--- src/rtl/rx_stream_buffer.sv ---
// Domain-B capture stage: takes each receiver byte exactly once and strobes bload.
// Buffers bytes in a first-word-fall-through FIFO and checks the incrementing-counter sequence.
module rx_stream_buffer #(
   parameter int DEPTH = 8,
   localparam int AW = $clog2(DEPTH)
) (
   input  logic          bclk,
   input  logic          brst,
   input  logic [7:0]    bdata,
   input  logic          bvalid,
   output logic          bload,
   output logic [7:0]    dout,
   output logic          dvalid,
   input  logic          dready,
   output logic [AW:0]   level,
   output logic          full,
   output logic          seq_err,
   output logic [7:0]    err_cnt,
   output logic [15:0]   word_cnt
);

   localparam logic [AW:0] FULL_LVL = (AW+1)'(DEPTH);

   typedef enum logic {NOREF, TRACK} chk_state_e;

   logic [7:0]    mem_q [DEPTH];
   logic [AW-1:0] wptr_q, rptr_q, rptr_d;
   logic [AW:0]   level_q, level_d;
   logic          full_q, dvalid_q, bload_q, taken_q, taken_d;
   logic [7:0]    dout_q, dout_d, head_d;
   logic          wr_en, rd_en;

   chk_state_e    chk_state_q;
   logic [7:0]    exp_q;
   logic          seq_err_q;
   logic [7:0]    err_cnt_q;
   logic [15:0]   word_cnt_q;

   // full_q is registered, so a write is refused while full even if a read frees a slot
   assign wr_en = bvalid & ~taken_q & ~full_q;
   assign rd_en = dvalid_q & dready;

   always_comb begin
      rptr_d  = rptr_q + {{(AW-1){1'b0}}, rd_en};
      level_d = level_q + {{AW{1'b0}}, wr_en} - {{AW{1'b0}}, rd_en};
      taken_d = bvalid & (taken_q | wr_en);
      // The new head may be the byte being written this very cycle
      head_d  = (wr_en && (wptr_q == rptr_d)) ? bdata : mem_q[rptr_d];
      dout_d  = (level_d != '0) ? head_d : dout_q;
   end

   always_ff @(posedge bclk) begin
      if (wr_en) begin
         mem_q[wptr_q] <= bdata;
      end
   end

   always_ff @(posedge bclk) begin
      if (!brst) begin
         wptr_q   <= '0;
         rptr_q   <= '0;
         level_q  <= '0;
         full_q   <= 1'b0;
         dvalid_q <= 1'b0;
         bload_q  <= 1'b0;
         taken_q  <= 1'b0;
         dout_q   <= 8'h00;
      end else begin
         if (wr_en) begin
            wptr_q <= wptr_q + 1'b1;
         end
         rptr_q   <= rptr_d;
         level_q  <= level_d;
         full_q   <= (level_d == FULL_LVL);
         dvalid_q <= (level_d != '0);
         bload_q  <= wr_en;
         taken_q  <= taken_d;
         dout_q   <= dout_d;
      end
   end

   always_ff @(posedge bclk) begin
      if (!brst) begin
         chk_state_q <= NOREF;
         exp_q       <= 8'h00;
         seq_err_q   <= 1'b0;
         err_cnt_q   <= 8'h00;
         word_cnt_q  <= 16'h0000;
      end else begin
         seq_err_q <= 1'b0;
         if (wr_en) begin
            word_cnt_q <= word_cnt_q + 16'd1;
            exp_q      <= bdata + 8'd1;
            case (chk_state_q)
               NOREF: chk_state_q <= TRACK;
               TRACK: begin
                  if (bdata != exp_q) begin
                     seq_err_q <= 1'b1;
                     if (err_cnt_q != 8'hFF) begin
                        err_cnt_q <= err_cnt_q + 8'd1;
                     end
                  end
               end
               default: chk_state_q <= NOREF;
            endcase
         end
      end
   end

   assign bload    = bload_q;
   assign dout     = dout_q;
   assign dvalid   = dvalid_q;
   assign level    = level_q;
   assign full     = full_q;
   assign seq_err  = seq_err_q;
   assign err_cnt  = err_cnt_q;
   assign word_cnt = word_cnt_q;

endmodule

--- config.mk ---
export PLATFORM = sky130hd
export DESIGN_NAME = rx_stream_buffer
export DESIGN_NICKNAME = d
export VERILOG_FILES = /design/src/rtl/rx_stream_buffer.sv
export SDC_FILE = /design/constraint.sdc
export NUM_CORES = 1
export LEC_CHECK = 0
export CORE_MARGIN = 2
export CORE_UTILIZATION = 40
export DETAILED_ROUTE_END_ITERATION = 8
export SYNTH_ARGS = -nofsm -noshare
export SYNTH_HDL_FRONTEND = slang
export SYNTH_SLANG_ARGS = --single-unit
--- constraint.sdc ---
create_clock -name bclk -period 2.95 [get_ports bclk]
set_input_delay 0.4425 -clock bclk [delete_from_list [all_inputs] [get_ports bclk]]
set_output_delay 0.4425 -clock bclk [all_outputs]
set_load 0.02 [all_outputs]
Yosys cells after proc, flatten, opt, wreduce, memory -nomap -nowiden
Memories as Yosys holds them, arrays and structs flattened. A register that Yosys moved wholly into a read port is not among the register bits.
Cells that the tools add are included.
{ "classes": {"reduce_logical": 4, "n_eq_ne": 3, "bitwise": 7, "add_sub_neg": 7, "n_mux": 3} }
{ "op_table": {"columns": ["op", "n"], "rows": [
  ["$add 16x1->16 const B", 1],
  ["$add 8x1->8 const B", 2],
  ["$ne 8x8->1", 1],
  ["$ne 8x8->1 const B", 1],
  ["$add 4x1->4", 1],
  ["$and 1x1->1", 4],
  ["$eq 4x4->1 const B", 1],
  ["$reduce_and 4->1", 1],
  ["$reduce_bool 4->1", 1],
  ["$sub 4x1->4", 1],
  ["$add 3x1->3", 1],
  ["$add 3x1->3 const B", 1],
  ["$mux 1", 3],
  ["$reduce_and 3->1", 1],
  ["$not 1->1", 2],
  ["$logic_not 1->1", 1],
  ["$or 1x1->1", 1]
]} }
{ "totals": {"n_memories": 1, "output_inout_bits": 40, "word_cells": 37, "regBits": 48, "mem_bits_rw": 64} }
{ "memory_table": {"columns": ["name", "depth", "word_bits", "read_ports", "rd_ports_with_merged_regs", "wr", "line", "source"], "rows": [
  ["mem_q", 8, 8, 1, 1, 1, "26", "logic [7:0] mem_q [DEPTH];"]
]} }

Depth between registers and ports, before layout
{ "depth": {"word_depth": 6, "mapped_depth": 12, "mapped_depth_nobuf": 11} }

Worst setup path after synthesis
No wires, ideal clock.
{ "synth_timing": {"path_kind": "input to register", "startpoint": "input bvalid", "endpoint": "register dout_q[0], in the netlist dout[0] (read register of mem_q)", "stages": 12, "t_arrival_ns": 2.637, "path_buffers": 1, "t_required_ns": 2.824, "path_slack_ns": 0.187, "cell_sequence": "nor3b_1 -> buf_6 -> inv_2 -> ha_1 -> inv_1 -> ha_1 -> fa_1 -> xor2_1 -> nor3_1 -> o21ai_4 -> mux2i_1 -> nor2_1"} }
{ "synth_via": {"elab_chain_len": 5} }
{ "synth_lines": {"columns": ["item", "line", "source"], "rows": [
  ["from (decl)", "10", "input logic bvalid,"],
  ["$and 1x1->1 (2 in a row)", "40", "assign wr_en = bvalid & ~taken_q & ~full_q;"],
  ["$add 4x1->4", "45", "level_d = level_q + {{AW{1'b0}}, wr_en} - {{AW{1'b0}}, rd_en};"],
  ["$sub 4x1->4", "45", null],
  ["$reduce_bool 4->1", "49", "dout_d = (level_d != '0) ? head_d : dout_q;"],
  ["to (decl)", "30", "logic [7:0] dout_q, dout_d, head_d;"]
]} }
Every way passes these cells.
A chain may end at the register's enable or synchronous reset.

Final worst setup path
{ "layout_timing": {"startpoint": "input bvalid", "endpoint": "register dout_q[6], in the netlist dout[6] (read register of mem_q)"} }
Same word-level chain as after synthesis.

==> impl_results.md <==
* Data required, critical path at 3240 ps
* Unrepaired setup endpoints after global routing: no
* Setup Crit Path Kind: input port to flip-flop
* Hold Path End: taken_q$_SDFF_PN0_
* Worst slew margin at 0.7411
* Synth Register Bits at between 100 and 150
* Max cap viols at 0
* Avg Cell Area, Syn at between 10 and 15 µm²
* Crit-path max FO at 9
* Top delay family on crit path: adder cells
* Ys Warns at 0
* Cell taking the most area after synthesis: edfxtp_1
* Net Count, Synth at 409
* Placed inst area at around 6000 µm²
* DR iter-0 viols at 192
* Die area at 13890 µm²
* Pin count of the biggest net entering global routing at 46
* Fin crit share at 0.9017
* Worst flop-to-flop path endpoint: dout[6]$_SDFFE_PN0P_
* Core area at between 10000 and 15000 µm²
* GP Congestion at 0.7181
* Post-Syn Area at 5186 µm²
* Final min period at 2660 ps
* Post-cts resize count at 0
* Critical path endpoint category: flip-flop
* Final wirelength at 10.06 mm
* GRT overflow at 0
* CTS tree: yes
* PD cells at around 830 nW/µm²
* Initial antenna violation count at 0
* Most frequent cells in the layout: edfxtp_1 (64), dfxtp_1 (56), clkdlybuf4s50_1 (51)
* Worst Tran Pin Value at roughly 390 ps
* Post-CTS setup buffer count at 0
* Total vias in the final route at 3185
* Count of final setup violators at 0
* Seq/Total Area, Yosys at 0.5867
* GRT Util Overall at 0.1582
* Vias in the first global route at ~3300
* Leak at between 0.002 and 0.0025 µW
* Io pins at 52
* Row cnt at 41
* FF-to-FF Start: full$_SDFF_PN0_
* Global-route wire length before repair at 17.13 mm
* Port bufs at roughly 50
* Slowest CP cell: clkdlybuf4s50_1
* R2R Setup Slk at 490 ps
* Worst-Skew Late Latency at 410 ps
* Area growth, synth to finish at 26.66%
* Bufs on Longest Clock Path at 2
* Yosys cell types at 46
* Yosys top cell area share at 0.3706
* Post-route cell area at 6569 µm²
* Gate Count Post-Synth at 386
* Diode count at 0
* EDFF count, synth at 64
* CTS clk-pin slew, worst paths at 50 ps
* # H-tree levels at 4
* Status: finished clean
* Worst path max stage delay at 490 ps
* Clock sinks at 120
* CP Cell Sequence: clkdlybuf4s50_1, nor3b_2, inv_2, ha_1, inv_1, ha_1, fa_1, xor2_1, nor3_1, buf_4, o21ai_4, mux2i_1, nor2_1
* Most common cell on crit path: ha_1
* VDD IR max at roughly 300 µV
* Commonest non-fill, non-tap cell in the layout: edfxtp_1
* DRT Pass-1 Iters at 4
* Average wire per standard cell at 15.45 µm
* Max Fclk at 375.9 MHz
* DR vias/cell at roughly 4.9
* Root Buffer: clkbuf_16
* # DRC at 0
* Hold slack at 452.3 ps
* Worst min path class: flip-flop to flip-flop
* Startpoint Class: input port
* Worst Skew at 8.151 ps
* Initial Util at 0.4110
* Worst-case reg-to-reg path depth at 12
* Post-route ant nets at 0
* Die width at 117.9 µm
* Max Slew Vio Count at 0
* Worst hold path depth at 2
* Chip Height at 117.9 µm
* HP Start: taken_q$_SDFF_PN0_
* Final #Nets at 489
* Synth area leaders: edfxtp_1 (37%), dfxtp_1 (22%), xnor2_1 (4.2%)
* CP arrival at 2950 ps
* Detail Placement HPWL at ~6.9 mm
* CTS Buf Count at 17
* Final Hold Vio Count at 0
* Most used DFF post-synth: edfxtp_1
* Bufs and invs on worst path at 4
* Async set-reset flop share out of synthesis at 0
* Fraction of layout cells with a size suffix above 1 at 0.1879
* CTS hold repair buffers at 0
-- worst max path at each step --
stage                       from                    to  slack, ps  depth (start not counted)
final                     bvalid  dout[6]$_SDFFE_PN0P_        290                         13
after global routing      bvalid  dout[6]$_SDFFE_PN0P_        160                         13
after CTS                 bvalid  dout[6]$_SDFFE_PN0P_        310                         13
after detailed placement  bvalid  dout[6]$_SDFFE_PN0P_       -100                         13
after global placement    bvalid  dout[4]$_SDFFE_PN0P_        -70                         13
after floorplan           bvalid  dout[0]$_SDFFE_PN0P_        190                         12
-- cell usage after synthesis (2+ instances only) --
library cell	instances
ha_1	10
or3_1	6
and3_1	3
and2_1	8
mux4_1	8
xor2_1	9
nor3b_1	4
nor3_1	11
mux2_4	8
mux2_2	8
a21oi_1	14
a211oi_1	7
nor2_1	36
o31ai_1	3
o21ai_1	6
inv_1	12
edfxtp_1	64
mux4_2	8
nor4_1	2
nor4b_1	2
dfxtp_1	56
buf_6	3
xnor2_1	25
nand4_1	3
dlymetal6s2s_1	2
nand2_1	21
clkbuf_1	9
nand3_1	10
or4_1	3
mux2i_1	9
-- power breakdown --
part	switching (µW)	internal (µW)
clock network	722	1220
registers	98.7	1930
logic	707	810
total	1530	3950
-- registers in the layout, summed over array words and instances, names as in the netlist, 3 cells and up --
signal,cells
wptr_q,3
word_cnt,16
exp_q,8
dout,8
mem_q,64
rptr_q,3
level,4
err_cnt,8
-- routing by layer --
metal	track usage	share of wire	routed length, µm
met2	0.2482	0.47	4708
met3	0.03634	0.027	267
met1	0.2083	0.48	4874
met4	0.07455	0.020	206
met5	0	0	0
-- tightest hold or removal path: stages (launching register included) --
cell and delay, ps:
dfxtp_1 310, inv_1 50, a21oi_1 50
-- kinds of logic after synthesis --
group | synth area share
buf+inv | 0.03787
mux | 0.1332
fa+ha+maj | 0.02799
compound gates | 0.04101
flops | 0.5867
simple gates | 0.1115
xor+xnor | 0.06176
-- per-stage QoR --
| step | utilization | instances | total power [µW] | setup TNS (ps) | worst slack (ps) |
|---|---|---|---|---|---|
| 5_1_grt | 0.5205 | 651 | 5746 | 0 | 164.9 |
| 4_1_cts | 0.5205 | 651 | 5542 | 0 | 309.8 |
| 3_5_place_dp | 0.4756 | 619 | 3599 | -750.2 | -102.1 |
| 2_1_floorplan | - | 386 | 3147 | 0 | 187.4 |
| 3_3_place_gp | 0.4756 | 619 | 3568 | -569.9 | -68.81 |
| 6_report | 0.5205 | 651 | 5480 | 0 | 289.9 |
-- layout make-up --
type                            count  area [µm²]
Multi-Input combinational cell    235        1952
Clock inverter                     13       102.6
Sequential cell                   120        3043
Clock buffer                       19       464.2
Timing Repair Buffer               78       725.7
Fill cell                        1110        6051
Inverter                           14       66.31
Tap cell                          172       215.2
Power figures use the tool's default switching activity.
==> variant 1, RTL diff (same settings) <==
`DEPTH`: 8 -> 16.
--- a/src/rtl/rx_stream_buffer.sv
+++ b/src/rtl/rx_stream_buffer.sv
@@ -3,3 +3,3 @@
 module rx_stream_buffer #(
-   parameter int DEPTH = 8,
+   parameter int DEPTH = 16,
    localparam int AW = $clog2(DEPTH)
Ports: changed (resized level); port bits go from 52 to 53. No check against the original RTL was run, so the function may have changed too.
==> variant 1 against the original RTL <==
- total power up 34%
- utilization down 0.52 points
- sequential share of layout area up 5.3 points
- fmax down 4.3%
- count of clock-buffer cells in the layout up 1
- synthesized area up 50%
- critical endpoint unchanged
- routed wire length up 73%
- worst setup slack worse by 120 ps
- synthesized cell count up 48%
- sequential cell count up 67
- design area up 48%
- clock power up 9%
- first-iteration DRC count up 28%
==> variant 1: results (changes against the original RTL) <==
Status: finished, final reports clean
Seq pwr share: 42.1% (+5.1 points)
Syn_nets: 600 (+47%)
VDD IR max: 418.9 uV (+42%)
DP HPWL: 11.77 mm (+71%)
CP Max Fanout: 5 (-4)
Largest net degree at the start of global routing: 42 (-8.7%)
Wire length on met2: 8.464 mm (+80%)
Post-synth top cells: edfxtp_1 (128), nor2_1 (60), dfxtp_1 (59)
Met1 Resource Use GR: 22.97% (+2.1 points)
Int Pwr: 5.175 mW (+31%)
GR Util met2: 28.97% (+4.2 points)
Total length of routed met3 wires: 651 um (+140%)
Adder-cell share of the synthesized area: 2.511% (-0.29 points)
Clock Latency Late Sink: 430 ps (+20 ps)
Post-Route WL: 17.38 mm (+73%)
DRT iter0 DRCs: 245 (+28%)
R2R setup slack: 170 ps (-320 ps)
Compound-gate portion of the synthesized area: 6.326% (+2.2 points)
M1 WL: 7.941 mm (+63%)
Number of global-route vias before repair: 4893 (+47%)
Seq pwr: 3.09 mW (+52%)
Setup Skew: 11.94 ps (+3.787 ps)
Post-synth EDFFs: 128 (+100%)
GRT met3 Usage: 3.632% (about the same)
Post-DR wirelength/cell: 18.26 um (+18%)
Gp weighted congestion: 0.8062 (+12%)
Post-Synth XOR/XNOR Area: 5.425% (-0.75 points)
==> variant 1: cell count changes after synthesis, sizes merged, moves of 7 or more <==
cell / change
nand2: +35
xor2: +17
o32ai: +7
mux2i: +15
inv: +8
mux2: -16
nor2: +24
a32oi: +7
a221oi: +7
edfxtp: +64
a211oi: +9
==> variant 1: stage by stage <==
| stage | setup TNS, ps | hold WS [ps] |
|---|---|---|
| 6_report | 0 | 310.7 |
| 5_1_grt | 0 | 309.6 |
| 4_1_cts | 0 | 471.4 |
| 3_5_place_dp | -3382 | 461.9 |
| 3_3_place_gp | -2670 | 454.6 |
| 2_1_floorplan | 0 | 437.4 |
==> variant 1: layout make-up <==
class                      instances  area (sq um)
timing repair buffer             111          1046
clock buffer                      20         457.9
clock inverter                    12         85.08
multi-input combinational        340          2715
tap                              260         325.3
inverter                          22         82.58
sequential                       187          5025
fill                            1635          9156
==> variant 2, RTL diff (same flow settings) <==
Without the edit above. Reset style: asynchronous (`brst`), changed in 2 clocked blocks.
--- a/src/rtl/rx_stream_buffer.sv
+++ b/src/rtl/rx_stream_buffer.sv
@@ -57,3 +57,3 @@
 
-   always_ff @(posedge bclk) begin
+   always_ff @(posedge bclk or negedge brst) begin
       if (!brst) begin
@@ -81,3 +81,3 @@
 
-   always_ff @(posedge bclk) begin
+   always_ff @(posedge bclk or negedge brst) begin
       if (!brst) begin
Formal check against the unedited RTL: differs if brst is asserted again (counterexample within 4 cycles, from zero or initial values and one cycle with brst low); with brst held inactive, the same outputs for 10 cycles.
==> variant 2 against the original RTL <==
- non-clock buffer count is 1 lower
- largest cell class unchanged
- sequential power up 15%
- total power increased by 27%
- routed wire length is 1.8% higher
- synthesized area grew 1.4%
- critical endpoint is now dout[5]$_DFFE_PN0P_
- design area is 3.0% higher
- worst setup slack got worse by 110 ps
- sequential cell count unchanged
==> variant 2: results (changes against the original RTL) <==
DRT iter0 DRCs: 191 (-0.52%)
Post-Synthesis Cells: 341 (-12%)
Port bufs: 51 (unchanged)
Seq/Total Area, Yosys: 63.19% (+4.5 points)
VDD IR max: 615.7 uV (+110%)
Routed vias/inst: 5.036 (+2.9%)
Min Hold Slack: 12.60 ps (-439.7 ps)
Synth area leaders: edfxtp_1 (37%), dfrtp_1 (27%), xnor2_1 (4.7%), mux4_2 (3.9%), mux4_1 (3.5%)
Number of global-route vias before repair: 3164 (-4.9%)
Syn_nets: 364 (-11%)
Async set-reset flop share out of synthesis: 46.67% (+47 points)
Post-CTS Resized: 0 (unchanged)
R2R setup slack: 280 ps (-210 ps)
Clock Latency Late Sink: 410 ps (about the same)
P_leak: 2.615 nW (+12%)
GR Util All Layers: 15.68% (-0.14 points)
Synth cell types: 41 (-11%)
Post-Synth XOR/XNOR Area: 7.257% (+1.1 points)
Status: finished, final reports clean
HP Class: primary input to asynchronous set/reset pin
Largest net degree at the start of global routing: 57 (+24%)
First-pass GRT wire length: 16.85 mm (-1.6%)
Max-slew headroom: 64.76% (-9.4 points)
Reg2Reg Depth: 9 (-3)
Compound-gate portion of the synthesized area: 2.498% (-1.6 points)
Post-synth top cells: edfxtp_1 (64), dfrtp_1 (56), nand2_1 (31)
Sw frac: 29.97% (+2.1 points)
WP data arrival: 3060 ps (+110 ps)
Post-Route WL: 10.23 mm (+1.8%)
Worst R2R Start: full$_DFF_PN0_
Final nets: 449 (-8.2%)
Vias: 3077 (-3.4%)
DP HPWL: 7.078 mm (+2.9%)
Gp weighted congestion: 0.7805 (+8.7%)
Reg2Reg Capture Point: dout[5]$_DFFE_PN0P_
Crit-path slowest cell: clkdlybuf4s50_1
Setup Skew: 8.193 ps (+0.04119 ps)
Layout cells sized above 1: 21.64% (+2.9 points)
Placed Cells: 579 (-6.5%)
Adder-cell share of the synthesized area: 2.760% (-0.039 points)
Multiplexer area fraction after synthesis: 13.70% (+0.39 points)
## variant 2: cell types whose count changed in the layout (fill, tap and decap cells not counted), moves of 8 or more
cell and delta:
a21oi_1 -11, dfrtp_1 +55, dfxtp_1 -56, mux2_2 +8, mux2i_1 -9, nand2_1 +10, nor2_1 -32
## variant 2: metrics by stage
stage / worst slack, ps / instance area, sq um
after detailed placement: -237.6 / 6158
after global routing: 57.12 / 6766
after global placement: -196.8 / 6158
after floorplan: 6.290 / 5274
final: 182.5 / 6766
after CTS: 183.5 / 6766
## variant 2: layout make-up
class / instances / area [sq um]
clock inverter: 15 / 182.7
tap: 172 / 215.2
sequential: 120 / 3324
fill: 1116 / 5956
multi-input combinational: 204 / 1858
inverter: 6 / 22.52
timing repair buffer: 77 / 738.2
clock buffer: 17 / 425.4
## variant 2: cells by family after synthesis
family | after synthesis
DFF | 120
xor gates and xnor gates | 42
buffers and inverters | 17
adders and majority gates | 11
AOI/OAI and AO/OA | 21
and+or+nand+nor | 87
muxes | 43
## variant 2: power by group through the flow
| stage | registers (mW) | logic [mW] | clock network [mW] |
|---|---|---|---|
| floorplan | 2.50 | 1.56 | 0 |
| global placement | 2.37 | 2.50 | 0 |
| detailed placement | 2.38 | 2.53 | 0 |
| CTS | 2.35 | 2.54 | 2.16 |
| global route | 2.40 | 2.68 | 2.24 |
| finish | 2.34 | 2.50 | 2.12 |
## variant 2: how the worst max path moves through the flow
stage,slack (ps),to,startpoint
2_1_floorplan,6,dout[0]$_DFFE_PN0P_,full$_DFF_PN0_
3_3_place_gp,-200,dout[7]$_DFFE_PN0P_,bvalid
3_5_place_dp,-240,dout[1]$_DFFE_PN0P_,bvalid
4_1_cts,180,dout[1]$_DFFE_PN0P_,bvalid
5_1_grt,60,dout[0]$_DFFE_PN0P_,bvalid
6_report,180,dout[5]$_DFFE_PN0P_,bvalid
## variant 2: layer usage
metal,routed length (um),track usage (%),vias up,share of wire (%)
li1,-,-,1454,-
met1,4701,20.52,1548,46
met2,4915,24.07,62,48
met3,469,5.309,13,4.6
met4,145,6.176,0,1.4
met5,0,0,-,0
